## src/rtl/tile_pkg.sv

```systemverilog
// Shared constants, types and address arithmetic for the tile flusher.
// A tile is 20x45 pixels placed inside a 320-pixel-wide framebuffer.
package tile_pkg;

    localparam int TILE_WIDTH   = 20;
    localparam int TILE_HEIGHT  = 45;
    localparam int SCREEN_WIDTH = 320;

    localparam int DEPTH_MSB = 31;
    localparam int DEPTH_LSB = 16;
    localparam int COLOR_MSB = 15;
    localparam int COLOR_LSB = 0;

    localparam logic [4:0] X_LAST = 5'(TILE_WIDTH - 1);
    localparam logic [5:0] Y_LAST = 6'(TILE_HEIGHT - 1);

    typedef enum logic [1:0] {
        ST_IDLE   = 2'd0,
        ST_STREAM = 2'd1,
        ST_DRAIN  = 2'd2,
        ST_DONE   = 2'd3
    } flush_state_e;

    typedef struct packed {
        logic [4:0] x;
        logic [5:0] y;
    } tag_t;

    typedef struct packed {
        logic        last;
        logic [15:0] addr;
        logic [15:0] color;
    } beat_t;

    // Address wraps modulo 2^16; callers keep the tile on screen.
    function automatic logic [15:0] calc_pixel_addr(input logic [7:0] y_off, input logic [5:0] y,
                                                    input logic [8:0] x_off, input logic [4:0] x);
        logic [7:0]  row;
        logic [15:0] prod;
        row  = y_off + {2'b00, y};
        prod = {8'b0000_0000, row} * 16'(SCREEN_WIDTH);
        return prod + {7'b000_0000, x_off} + {11'b000_0000_0000, x};
    endfunction

endpackage

```

## src/rtl/tile_flusher_if.sv

```systemverilog
// Pixel stream from the flusher to the framebuffer writer (valid/ready).
interface tile_flusher_if;
    logic        pixel_valid;
    logic        pixel_ready;
    logic [15:0] pixel_addr;
    logic [15:0] pixel_color;
    logic        pixel_last;

    modport master (output pixel_valid, output pixel_addr, output pixel_color,
                    output pixel_last, input pixel_ready);
    modport slave  (input pixel_valid, input pixel_addr, input pixel_color,
                    input pixel_last, output pixel_ready);
endinterface

```

## src/rtl/pipeline.sv

```systemverilog
// Fixed-latency valid/data delay line with a synchronous clear of all valids.
module pipeline #(
    parameter int WIDTH  = 8,
    parameter int STAGES = 2
) (
    input  logic              clk,
    input  logic              rst,
    input  logic              clear,
    input  logic              in_valid,
    input  logic [WIDTH-1:0]  in_data,
    output logic              out_valid,
    output logic [WIDTH-1:0]  out_data,
    output logic [STAGES-1:0] stage_valid
);
    logic [STAGES-1:0] valid_q, valid_d;
    logic [WIDTH-1:0]  data_q [STAGES];
    logic [WIDTH-1:0]  data_d [STAGES];

    // Shift every stage forward one slot; clear kills all valids.
    always_comb begin
        valid_d = valid_q;
        for (int i = 0; i < STAGES; i++) begin
            data_d[i] = data_q[i];
        end
        if (clear) begin
            valid_d = '0;
        end else begin
            valid_d[0] = in_valid;
            data_d[0]  = in_data;
            for (int i = 1; i < STAGES; i++) begin
                valid_d[i] = valid_q[i-1];
                data_d[i]  = data_q[i-1];
            end
        end
    end

    // Stage registers.
    always_ff @(posedge clk) begin
        if (rst) begin
            valid_q <= '0;
            for (int i = 0; i < STAGES; i++) begin
                data_q[i] <= '0;
            end
        end else begin
            valid_q <= valid_d;
            for (int i = 0; i < STAGES; i++) begin
                data_q[i] <= data_d[i];
            end
        end
    end

    assign out_valid   = valid_q[STAGES-1];
    assign out_data    = data_q[STAGES-1];
    assign stage_valid = valid_q;
endmodule

```

## src/rtl/pixel_fifo.sv

```systemverilog
// Synchronous FIFO; a push onto a full FIFO is accepted only alongside a pop.
module pixel_fifo #(
    parameter int WIDTH = 33,
    parameter int DEPTH = 4,
    localparam int AW = (DEPTH > 1) ? $clog2(DEPTH) : 1,
    localparam int CW = $clog2(DEPTH + 1)
) (
    input  logic             clk,
    input  logic             rst,
    input  logic             flush,
    input  logic             push,
    input  logic [WIDTH-1:0] push_data,
    input  logic             pop,
    output logic [WIDTH-1:0] pop_data,
    output logic             full,
    output logic             empty,
    output logic [CW-1:0]    count
);
    logic [WIDTH-1:0] mem_q [DEPTH];
    logic [WIDTH-1:0] mem_d [DEPTH];
    logic [AW-1:0]    wr_q, wr_d, rd_q, rd_d;
    logic [CW-1:0]    count_q, count_d;
    logic             push_ok_s, pop_ok_s;

    function automatic logic [AW-1:0] ptr_inc(input logic [AW-1:0] p);
        logic [AW-1:0] n;
        if (p == AW'(DEPTH - 1)) begin
            n = '0;
        end else begin
            n = p + AW'(1);
        end
        return n;
    endfunction

    assign full      = (count_q == CW'(DEPTH));
    assign empty     = (count_q == '0);
    assign push_ok_s = push && (!full || pop);
    assign pop_ok_s  = pop && !empty;

    // Pointer, occupancy and storage updates.
    always_comb begin
        wr_d    = wr_q;
        rd_d    = rd_q;
        count_d = count_q;
        for (int i = 0; i < DEPTH; i++) begin
            mem_d[i] = mem_q[i];
        end
        if (flush) begin
            wr_d    = '0;
            rd_d    = '0;
            count_d = '0;
        end else begin
            if (push_ok_s) begin
                mem_d[wr_q] = push_data;
                wr_d        = ptr_inc(wr_q);
            end else begin
                wr_d = wr_q;
            end
            if (pop_ok_s) begin
                rd_d = ptr_inc(rd_q);
            end else begin
                rd_d = rd_q;
            end
            case ({push_ok_s, pop_ok_s})
                2'b10:   count_d = count_q + CW'(1);
                2'b01:   count_d = count_q - CW'(1);
                default: count_d = count_q;
            endcase
        end
    end

    // Control registers.
    always_ff @(posedge clk) begin
        if (rst) begin
            wr_q    <= '0;
            rd_q    <= '0;
            count_q <= '0;
        end else begin
            wr_q    <= wr_d;
            rd_q    <= rd_d;
            count_q <= count_d;
        end
    end

    // Storage; contents are only observed while count is non-zero.
    always_ff @(posedge clk) begin
        mem_q <= mem_d;
    end

    assign pop_data = mem_q[rd_q];
    assign count    = count_q;
endmodule

```

## src/rtl/tile_flusher_checker.sv

```systemverilog
// Protocol checks for the flusher's output buffer.
module tile_flusher_checker (
    input logic clk,
    input logic rst,
    input logic push,
    input logic pop,
    input logic full
);
    // Credit accounting must make an unbacked push into a full buffer impossible.
    a_no_overflow: assert property (@(posedge clk) disable iff (rst) !(push && full && !pop));
endmodule

```

## src/rtl/tile_flusher.sv

```systemverilog
// Streams a painted 20x45 tile from BRAM to the framebuffer writer, row-major,
// with credit-limited reads so a stalled consumer never overflows the buffer.
module tile_flusher
    import tile_pkg::*;
#(
    parameter int FIFO_DEPTH = 4
) (
    input  logic           clk,
    input  logic           rst,
    input  logic           active,
    input  logic [8:0]     x_offset,
    input  logic [7:0]     y_offset,
    output logic [9:0]     tile_bram_read_addr,
    input  logic [31:0]    tile_bram_read_data,
    tile_flusher_if.master pix,
    output logic           done
);
    localparam int CW    = $clog2(FIFO_DEPTH + 1);
    localparam int TAG_W = $bits(tag_t);

    flush_state_e  state_q, state_d;
    logic [4:0]    x_q, x_d;
    logic [5:0]    y_q, y_d;
    logic [8:0]    xo_q, xo_d;
    logic [7:0]    yo_q, yo_d;
    logic [9:0]    raddr_q, raddr_d;
    logic          last_sent_q, last_sent_d;

    logic          issue_s, flush_s, credit_ok_s, drained_s;
    logic          valid_s, pop_s, push_s, last_xfer_s;
    logic          fifo_full_s, fifo_empty_s;
    logic [CW-1:0] fifo_count_s;
    logic [1:0]    stage_valid_s, inflight_s;
    tag_t          tag_in_s, tag_out_s;
    beat_t         push_beat_s, head_s;
    logic          unused_depth_s;

    assign unused_depth_s = ^tile_bram_read_data[DEPTH_MSB:DEPTH_LSB];
    assign tag_in_s       = {x_q, y_q};

    // Tags travel alongside the 2-cycle BRAM read so data lands with its coordinates.
    pipeline #(.WIDTH(TAG_W), .STAGES(2)) u_tag_pipe (
        .clk         (clk),
        .rst         (rst),
        .clear       (flush_s),
        .in_valid    (issue_s),
        .in_data     (tag_in_s),
        .out_valid   (push_s),
        .out_data    (tag_out_s),
        .stage_valid (stage_valid_s)
    );

    assign push_beat_s.last  = (tag_out_s.x == X_LAST) && (tag_out_s.y == Y_LAST);
    assign push_beat_s.addr  = calc_pixel_addr(yo_q, tag_out_s.y, xo_q, tag_out_s.x);
    assign push_beat_s.color = tile_bram_read_data[COLOR_MSB:COLOR_LSB];

    pixel_fifo #(.WIDTH($bits(beat_t)), .DEPTH(FIFO_DEPTH)) u_fifo (
        .clk       (clk),
        .rst       (rst),
        .flush     (flush_s),
        .push      (push_s),
        .push_data (push_beat_s),
        .pop       (pop_s),
        .pop_data  (head_s),
        .full      (fifo_full_s),
        .empty     (fifo_empty_s),
        .count     (fifo_count_s)
    );

    tile_flusher_checker u_chk (
        .clk  (clk),
        .rst  (rst),
        .push (push_s),
        .pop  (pop_s),
        .full (fifo_full_s)
    );

    assign inflight_s  = {1'b0, stage_valid_s[0]} + {1'b0, stage_valid_s[1]};
    // Reads already in flight hold a slot, so issuing never outruns buffer space.
    assign credit_ok_s = ({1'b0, fifo_count_s} + (CW+1)'(inflight_s)) < (CW+1)'(FIFO_DEPTH);
    assign valid_s     = !fifo_empty_s;
    assign pop_s       = valid_s && pix.pixel_ready;
    assign last_xfer_s = pop_s && head_s.last;
    assign drained_s   = (inflight_s == 2'd0)
                       && ((fifo_count_s == '0) || ((fifo_count_s == CW'(1)) && pop_s))
                       && (last_sent_q || last_xfer_s);

    // Next-state, read issue and coordinate walk.
    always_comb begin
        state_d     = state_q;
        x_d         = x_q;
        y_d         = y_q;
        xo_d        = xo_q;
        yo_d        = yo_q;
        raddr_d     = raddr_q;
        last_sent_d = last_sent_q || last_xfer_s;
        issue_s     = 1'b0;
        flush_s     = 1'b0;
        if (!active) begin
            state_d     = ST_IDLE;
            flush_s     = 1'b1;
            raddr_d     = 10'd0;
            last_sent_d = 1'b0;
        end else begin
            case (state_q)
                ST_IDLE: begin
                    xo_d        = x_offset;
                    yo_d        = y_offset;
                    x_d         = 5'd0;
                    y_d         = 6'd0;
                    raddr_d     = 10'd0;
                    last_sent_d = 1'b0;
                    state_d     = ST_STREAM;
                end
                ST_STREAM: begin
                    if (credit_ok_s) begin
                        issue_s = 1'b1;
                        if (x_q == X_LAST) begin
                            x_d = 5'd0;
                            if (y_q == Y_LAST) begin
                                state_d = ST_DRAIN;
                            end else begin
                                y_d     = y_q + 6'd1;
                                raddr_d = raddr_q + 10'd1;
                            end
                        end else begin
                            x_d     = x_q + 5'd1;
                            raddr_d = raddr_q + 10'd1;
                        end
                    end else begin
                        issue_s = 1'b0;
                    end
                end
                ST_DRAIN: begin
                    if (drained_s) begin
                        state_d = ST_DONE;
                    end else begin
                        state_d = ST_DRAIN;
                    end
                end
                ST_DONE:  state_d = ST_DONE;
                default:  state_d = ST_IDLE;
            endcase
        end
    end

    // State and walk registers.
    always_ff @(posedge clk) begin
        if (rst) begin
            state_q     <= ST_IDLE;
            x_q         <= 5'd0;
            y_q         <= 6'd0;
            xo_q        <= 9'd0;
            yo_q        <= 8'd0;
            raddr_q     <= 10'd0;
            last_sent_q <= 1'b0;
        end else begin
            state_q     <= state_d;
            x_q         <= x_d;
            y_q         <= y_d;
            xo_q        <= xo_d;
            yo_q        <= yo_d;
            raddr_q     <= raddr_d;
            last_sent_q <= last_sent_d;
        end
    end

    assign tile_bram_read_addr = raddr_q;
    assign done                = (state_q == ST_DONE);
    assign pix.pixel_valid     = valid_s;
    assign pix.pixel_addr      = valid_s ? head_s.addr  : 16'd0;
    assign pix.pixel_color     = valid_s ? head_s.color : 16'd0;
    assign pix.pixel_last      = valid_s && head_s.last;
endmodule

```

## src/flat_wrapper.sv

```systemverilog
// flat-port wrapper written by rule: the top's interface ports become plain ports
module tile_flusher_flat import tile_pkg::*;
#(
    parameter int FIFO_DEPTH = 4
)
  (clk, rst, active, x_offset, y_offset, tile_bram_read_addr, tile_bram_read_data, done, pix_pixel_valid, pix_pixel_addr, pix_pixel_color, pix_pixel_last, pix_pixel_ready);
  tile_flusher_if pix_i ();
  input  logic clk;
  input  logic rst;
  input  logic active;
  input  logic [8:0] x_offset;
  input  logic [7:0] y_offset;
  output logic [9:0] tile_bram_read_addr;
  input  logic [31:0] tile_bram_read_data;
  output logic done;
  output wire logic [$bits(pix_i.pixel_valid)-1:0] pix_pixel_valid;
  output wire logic [$bits(pix_i.pixel_addr)-1:0] pix_pixel_addr;
  output wire logic [$bits(pix_i.pixel_color)-1:0] pix_pixel_color;
  output wire logic [$bits(pix_i.pixel_last)-1:0] pix_pixel_last;
  input wire logic [$bits(pix_i.pixel_ready)-1:0] pix_pixel_ready;
  assign pix_pixel_valid = pix_i.pixel_valid;
  assign pix_pixel_addr = pix_i.pixel_addr;
  assign pix_pixel_color = pix_i.pixel_color;
  assign pix_pixel_last = pix_i.pixel_last;
  assign pix_i.pixel_ready = pix_pixel_ready;
  tile_flusher #(.FIFO_DEPTH(FIFO_DEPTH)) u_core (.clk(clk), .rst(rst), .active(active), .x_offset(x_offset), .y_offset(y_offset), .tile_bram_read_addr(tile_bram_read_addr), .tile_bram_read_data(tile_bram_read_data), .pix(pix_i), .done(done));
endmodule
```

## config.mk

```make
export PLATFORM = sky130hd
export DESIGN_NAME = tile_flusher_flat
export DESIGN_NICKNAME = d
export VERILOG_FILES = /design/src/rtl/tile_pkg.sv /design/src/rtl/tile_flusher_if.sv /design/src/rtl/pipeline.sv /design/src/rtl/pixel_fifo.sv /design/src/rtl/tile_flusher_checker.sv /design/src/rtl/tile_flusher.sv /design/src/flat_wrapper.sv
export SDC_FILE = /design/constraint.sdc
export NUM_CORES = 1
export LEC_CHECK = 0
export ABC_AREA = 1
export BUFFER_PORTS_ARGS = -buffer_cell sky130_fd_sc_hd__buf_2
export CORE_ASPECT_RATIO = 0.9
export CORE_MARGIN = 5
export CORE_UTILIZATION = 56
export DETAILED_ROUTE_END_ITERATION = 7
export PLACE_DENSITY_LB_ADDON = 0.08
export REMOVE_ABC_BUFFERS = 1
export SLEW_MARGIN = 20
export SYNTH_ARGS = -nofsm -noshare
export SYNTH_HDL_FRONTEND = slang
export SYNTH_SLANG_ARGS = --single-unit
```

## constraint.sdc

```tcl
create_clock -name clk -period 9.8 [get_ports clk]
set_input_delay 0.49 -clock clk [delete_from_list [all_inputs] [get_ports clk]]
set_output_delay 0.49 -clock clk [all_outputs]
set_load 0.01 [all_outputs]
```

==> metrics list <==
- Before CTS, the worst setup slack after placement is 6290 ps.
* Number of cells on the critical path: 18
* Die span in x: 147 um
* Total length of routed wires: 18.9 mm
- Yosys cell types: 37
- The total area inside the core boundary comes to 0.0168 sq mm.
* Most common cell after layout, fill and taps aside: nor2_1
- The flow ran to the end, and the final reports show no timing, DRC or antenna violations.
* Start-to-end type of the worst setup path: reg2reg
- Static power due to leakage: 4.40 nW
- Data arrival time of the critical path: 3710 ps
- Between clock sinks in the finished design, the worst skew comes to 10.3 ps.
- Starting DRT DRC Count: 327
- Counting flops and latches in the post-synthesis netlist gives 204.
* Time the worst path needs with I/O delays and setup: 3490 ps
- A synthesized cell averages 9.24 sq um.
* Warnings, synthesis: 0
* CTS tree: done
- Avg WL per Cell: 14.2 um
* Post-detailed-placement half-perimeter wirelength: 11.9 mm
- Maximum fanout along the worst path: 6
- From synthesis to final layout, the design area changed by 14.4%.
- Total buffers and inverters traversed by the critical path: 0
- The slowest stage of the critical path belongs to the cell fa_1.
- Crit. End Element: flop
- Fraction of layout cells with a size suffix above 1: 12.9%
- Total negative setup slack: 0 ps
- Number of nets in the layout: 1200
- STA puts the critical path data required time at 10020 ps.
* Setup slack on the worst flop-to-flop path: 6310 ps
* Gp weighted congestion: 0.800
* Hold Violations, Final: 0
- First-pass DRT Iterations: 5
- The number of pins with negative max-slew slack in the final report is 0.
- For this run, the total global-route usage over all layers was measured as 19.5%.
- Quantity of I/O buffers inserted on ports: 81
* Number of remaining DRC errors: 0
* Fmax: 287 MHz
- At the pin with the least slew margin, the transition time is 1010 ps.
* Drt via density: 5.24
- The tool flagged a number of max-cap violations equal to 0.
- Setup repair after global routing missed its margin: no
- Summing all placed instances gives a cell area of 0.0101 sq mm.
- edfxtp_1 takes more of the synthesized area than any other cell.
* Initial cell density of the core: 56.5%
* Minimum hold slack: 203 ps
- The worst setup path is launched from a flop.
- Post-synthesis instance total: 1026
* Via count of the first global-routing pass: 6656
- Period utilization: 35.6%
- Power spread over the standard cell area amounts to 181 mW/mm^2.
- Antenna diode instance count: 0
- The mapped netlist covers 0.00948 sq mm.
- The count of nets left with antenna violations once routing finished came out at 0.
- Summing the sequential cell areas from Yosys gives 57.0% of the chip area.
* Largest net degree at the start of global routing: 69
- Io pins: 98
* Worst-path cell chain: ha_1 > fa_1 > nand3_1 > nand2_1 > nand2_1 > nand2_1 > a21oi_1 > xnor2_1 > ha_1 > ha_1 > a21oi_1 > nand2_1 > nand2_1 > nand2_1 > nor3_1 > nand2_1 > nand2_1 > nand2_1
- Antenna violations before repair: 0
* Leading cell types by total area after synthesis: edfxtp_1 (42%), dfxtp_1 (15%), nor2_1 (9.6%)
- Die Outline Area: 0.0196 sq mm
- Clock latency on the worst-skew pair: 500 ps
- The first global-routing pass estimated 32.1 mm of wire.
- In this run the deepest clock path goes through 3 buffers.
- Worst reg-to-reg path cell count: 18
* Peak per-stage delay on the critical path: 400 ps
- Setup Fix Bufs, Post-CTS: 0
- In this run the biggest area consumer among cell types represents 41.8% of the synthesized area.
- The root buffer cell chosen for the clock tree is clkbuf_16.
- Rows: 45
* Clock buffers created by TritonCTS: 22
* Number of setup violations in the final report: 0
* Hold WC Path Type: in2reg
- Num Clock Sinks: 204
- CTS built an H-tree with a depth of 1.
- Die Ht: 133 um
- Post-CTS repair changed the size of 0 cells.
- The worst-case IR drop observed on VDD is 0.127 mV.
* Total congestion overflow: 0
- The worst path meets setup with 6310 ps of slack.
- Among cell families on the critical path, the largest total delay comes from adder cells.
- The worst pin sits at a relative slew slack of 32.4%.
- The completed layout was analyzed and its total power is 1.97 mW.
* Critical Path Most Common Cell: nand2_1
- Clock-pin slew of the registers on the worst-case setup and hold paths: 60 ps
* Hold Path Stages: 1
- Leading cell types in the layout, fill and taps excluded: nor2_1 (238), edfxtp_1 (132), nand2_1 (126)
* Number of hold buffers added after cts: 0
* Total number of vias: 6953
- Summing all non-filler instances in the final layout gives an area of 0.0108 sq mm.
## cells by family after synthesis
| kind of cell | count (synthesis) | synth area share [%] |
|---|---|---|
| xor gates and xnor gates | 26 | 2.40 |
| adders and majority gates | 46 | 6.31 |
| buffers and inverters | 119 | 4.92 |
| AOI/OAI and AO/OA | 199 | 10.8 |
| and+or+nand+nor | 432 | 18.6 |
| DFF | 204 | 57.0 |
## final cells by class
cell class	instances	area [sq um]
Fill cell	1409	5930
Sequential cell	204	5410
Multi-Input combinational cell	703	3640
Clock buffer	25	562
Timing Repair Buffer	88	510
Inverter	82	310
Tap cell	211	264
Clock inverter	15	155
## cells in the mapped netlist, drive strengths merged
cell type	number
a31oi	4
xor2	16
a211oi	3
nor4	1
ha	43
dfxtp	72
xnor2	10
a21boi	1
nor2	245
o21ai	116
a21o	1
buf	14
clkinv	1
edfxtp	132
clkbuf	23
nand4	4
fa	3
nor4b	1
nor3b	2
or2	1
nand2	129
nor3	10
nand3	37
a21oi	74
nand3b	2
inv	81
## metal layers
| metal | wire [um] | track usage (%) | vias up |
|---|---|---|---|
| li1 | - | - | 3597 |
| met1 | 9100 | 28.4 | 3174 |
| met2 | 8540 | 31.6 | 156 |
| met3 | 956 | 2.86 | 26 |
| met4 | 297 | 3.47 | 0 |
| met5 | 0 | 0 | - |
## registers in the layout, indices dropped and copies added, names as in the netlist
| signal | flops |
|---|---|
| u_core.tile_bram_read_addr | 10 |
| u_core.u_fifo.wr_q | 2 |
| u_core.y_q | 6 |
| u_core.u_tag_pipe.stage_valid | 2 |
| u_core.u_tag_pipe.data_q | 22 |
| u_core.x_q | 5 |
| u_core.u_fifo.mem_q | 132 |
| u_core.u_fifo.rd_q | 2 |
| u_core.xo_q | 9 |
| u_core.u_fifo.count | 3 |
| u_core.state_q | 2 |
| u_core.last_sent_q | 1 |
| u_core.yo_q | 8 |
## power breakdown
group	leakage (nW)	internal [mW]	switching [mW]	total, mW
Clock	0.344	0.490	0.319	0.809
Sequential	1.78	0.953	0.00926	0.962
Combinational	2.28	0.0665	0.130	0.197
Total	4.40	1.51	0.458	1.97
## stage by stage
step	utilization [%]	instances
floorplan	-	989
global placement	59.9	1285
detailed placement	60.1	1286
CTS	64.4	1326
global route	64.6	1328
finish	64.6	1328
## path summary, 6_finish.rpt
path / start / endpoint
setup / recovery: u_core.u_tag_pipe.data_q[0][11] / u_core.u_fifo.mem_q[63]
hold / removal: tile_bram_read_data[12] / u_core.u_fifo.mem_q[78]
hold reg to reg: u_core.u_tag_pipe.stage_valid[0] / u_core.u_tag_pipe.stage_valid[1]
setup reg to reg: u_core.u_tag_pipe.data_q[0][11] / u_core.u_fifo.mem_q[63]
(Power assumes the default switching activity.)
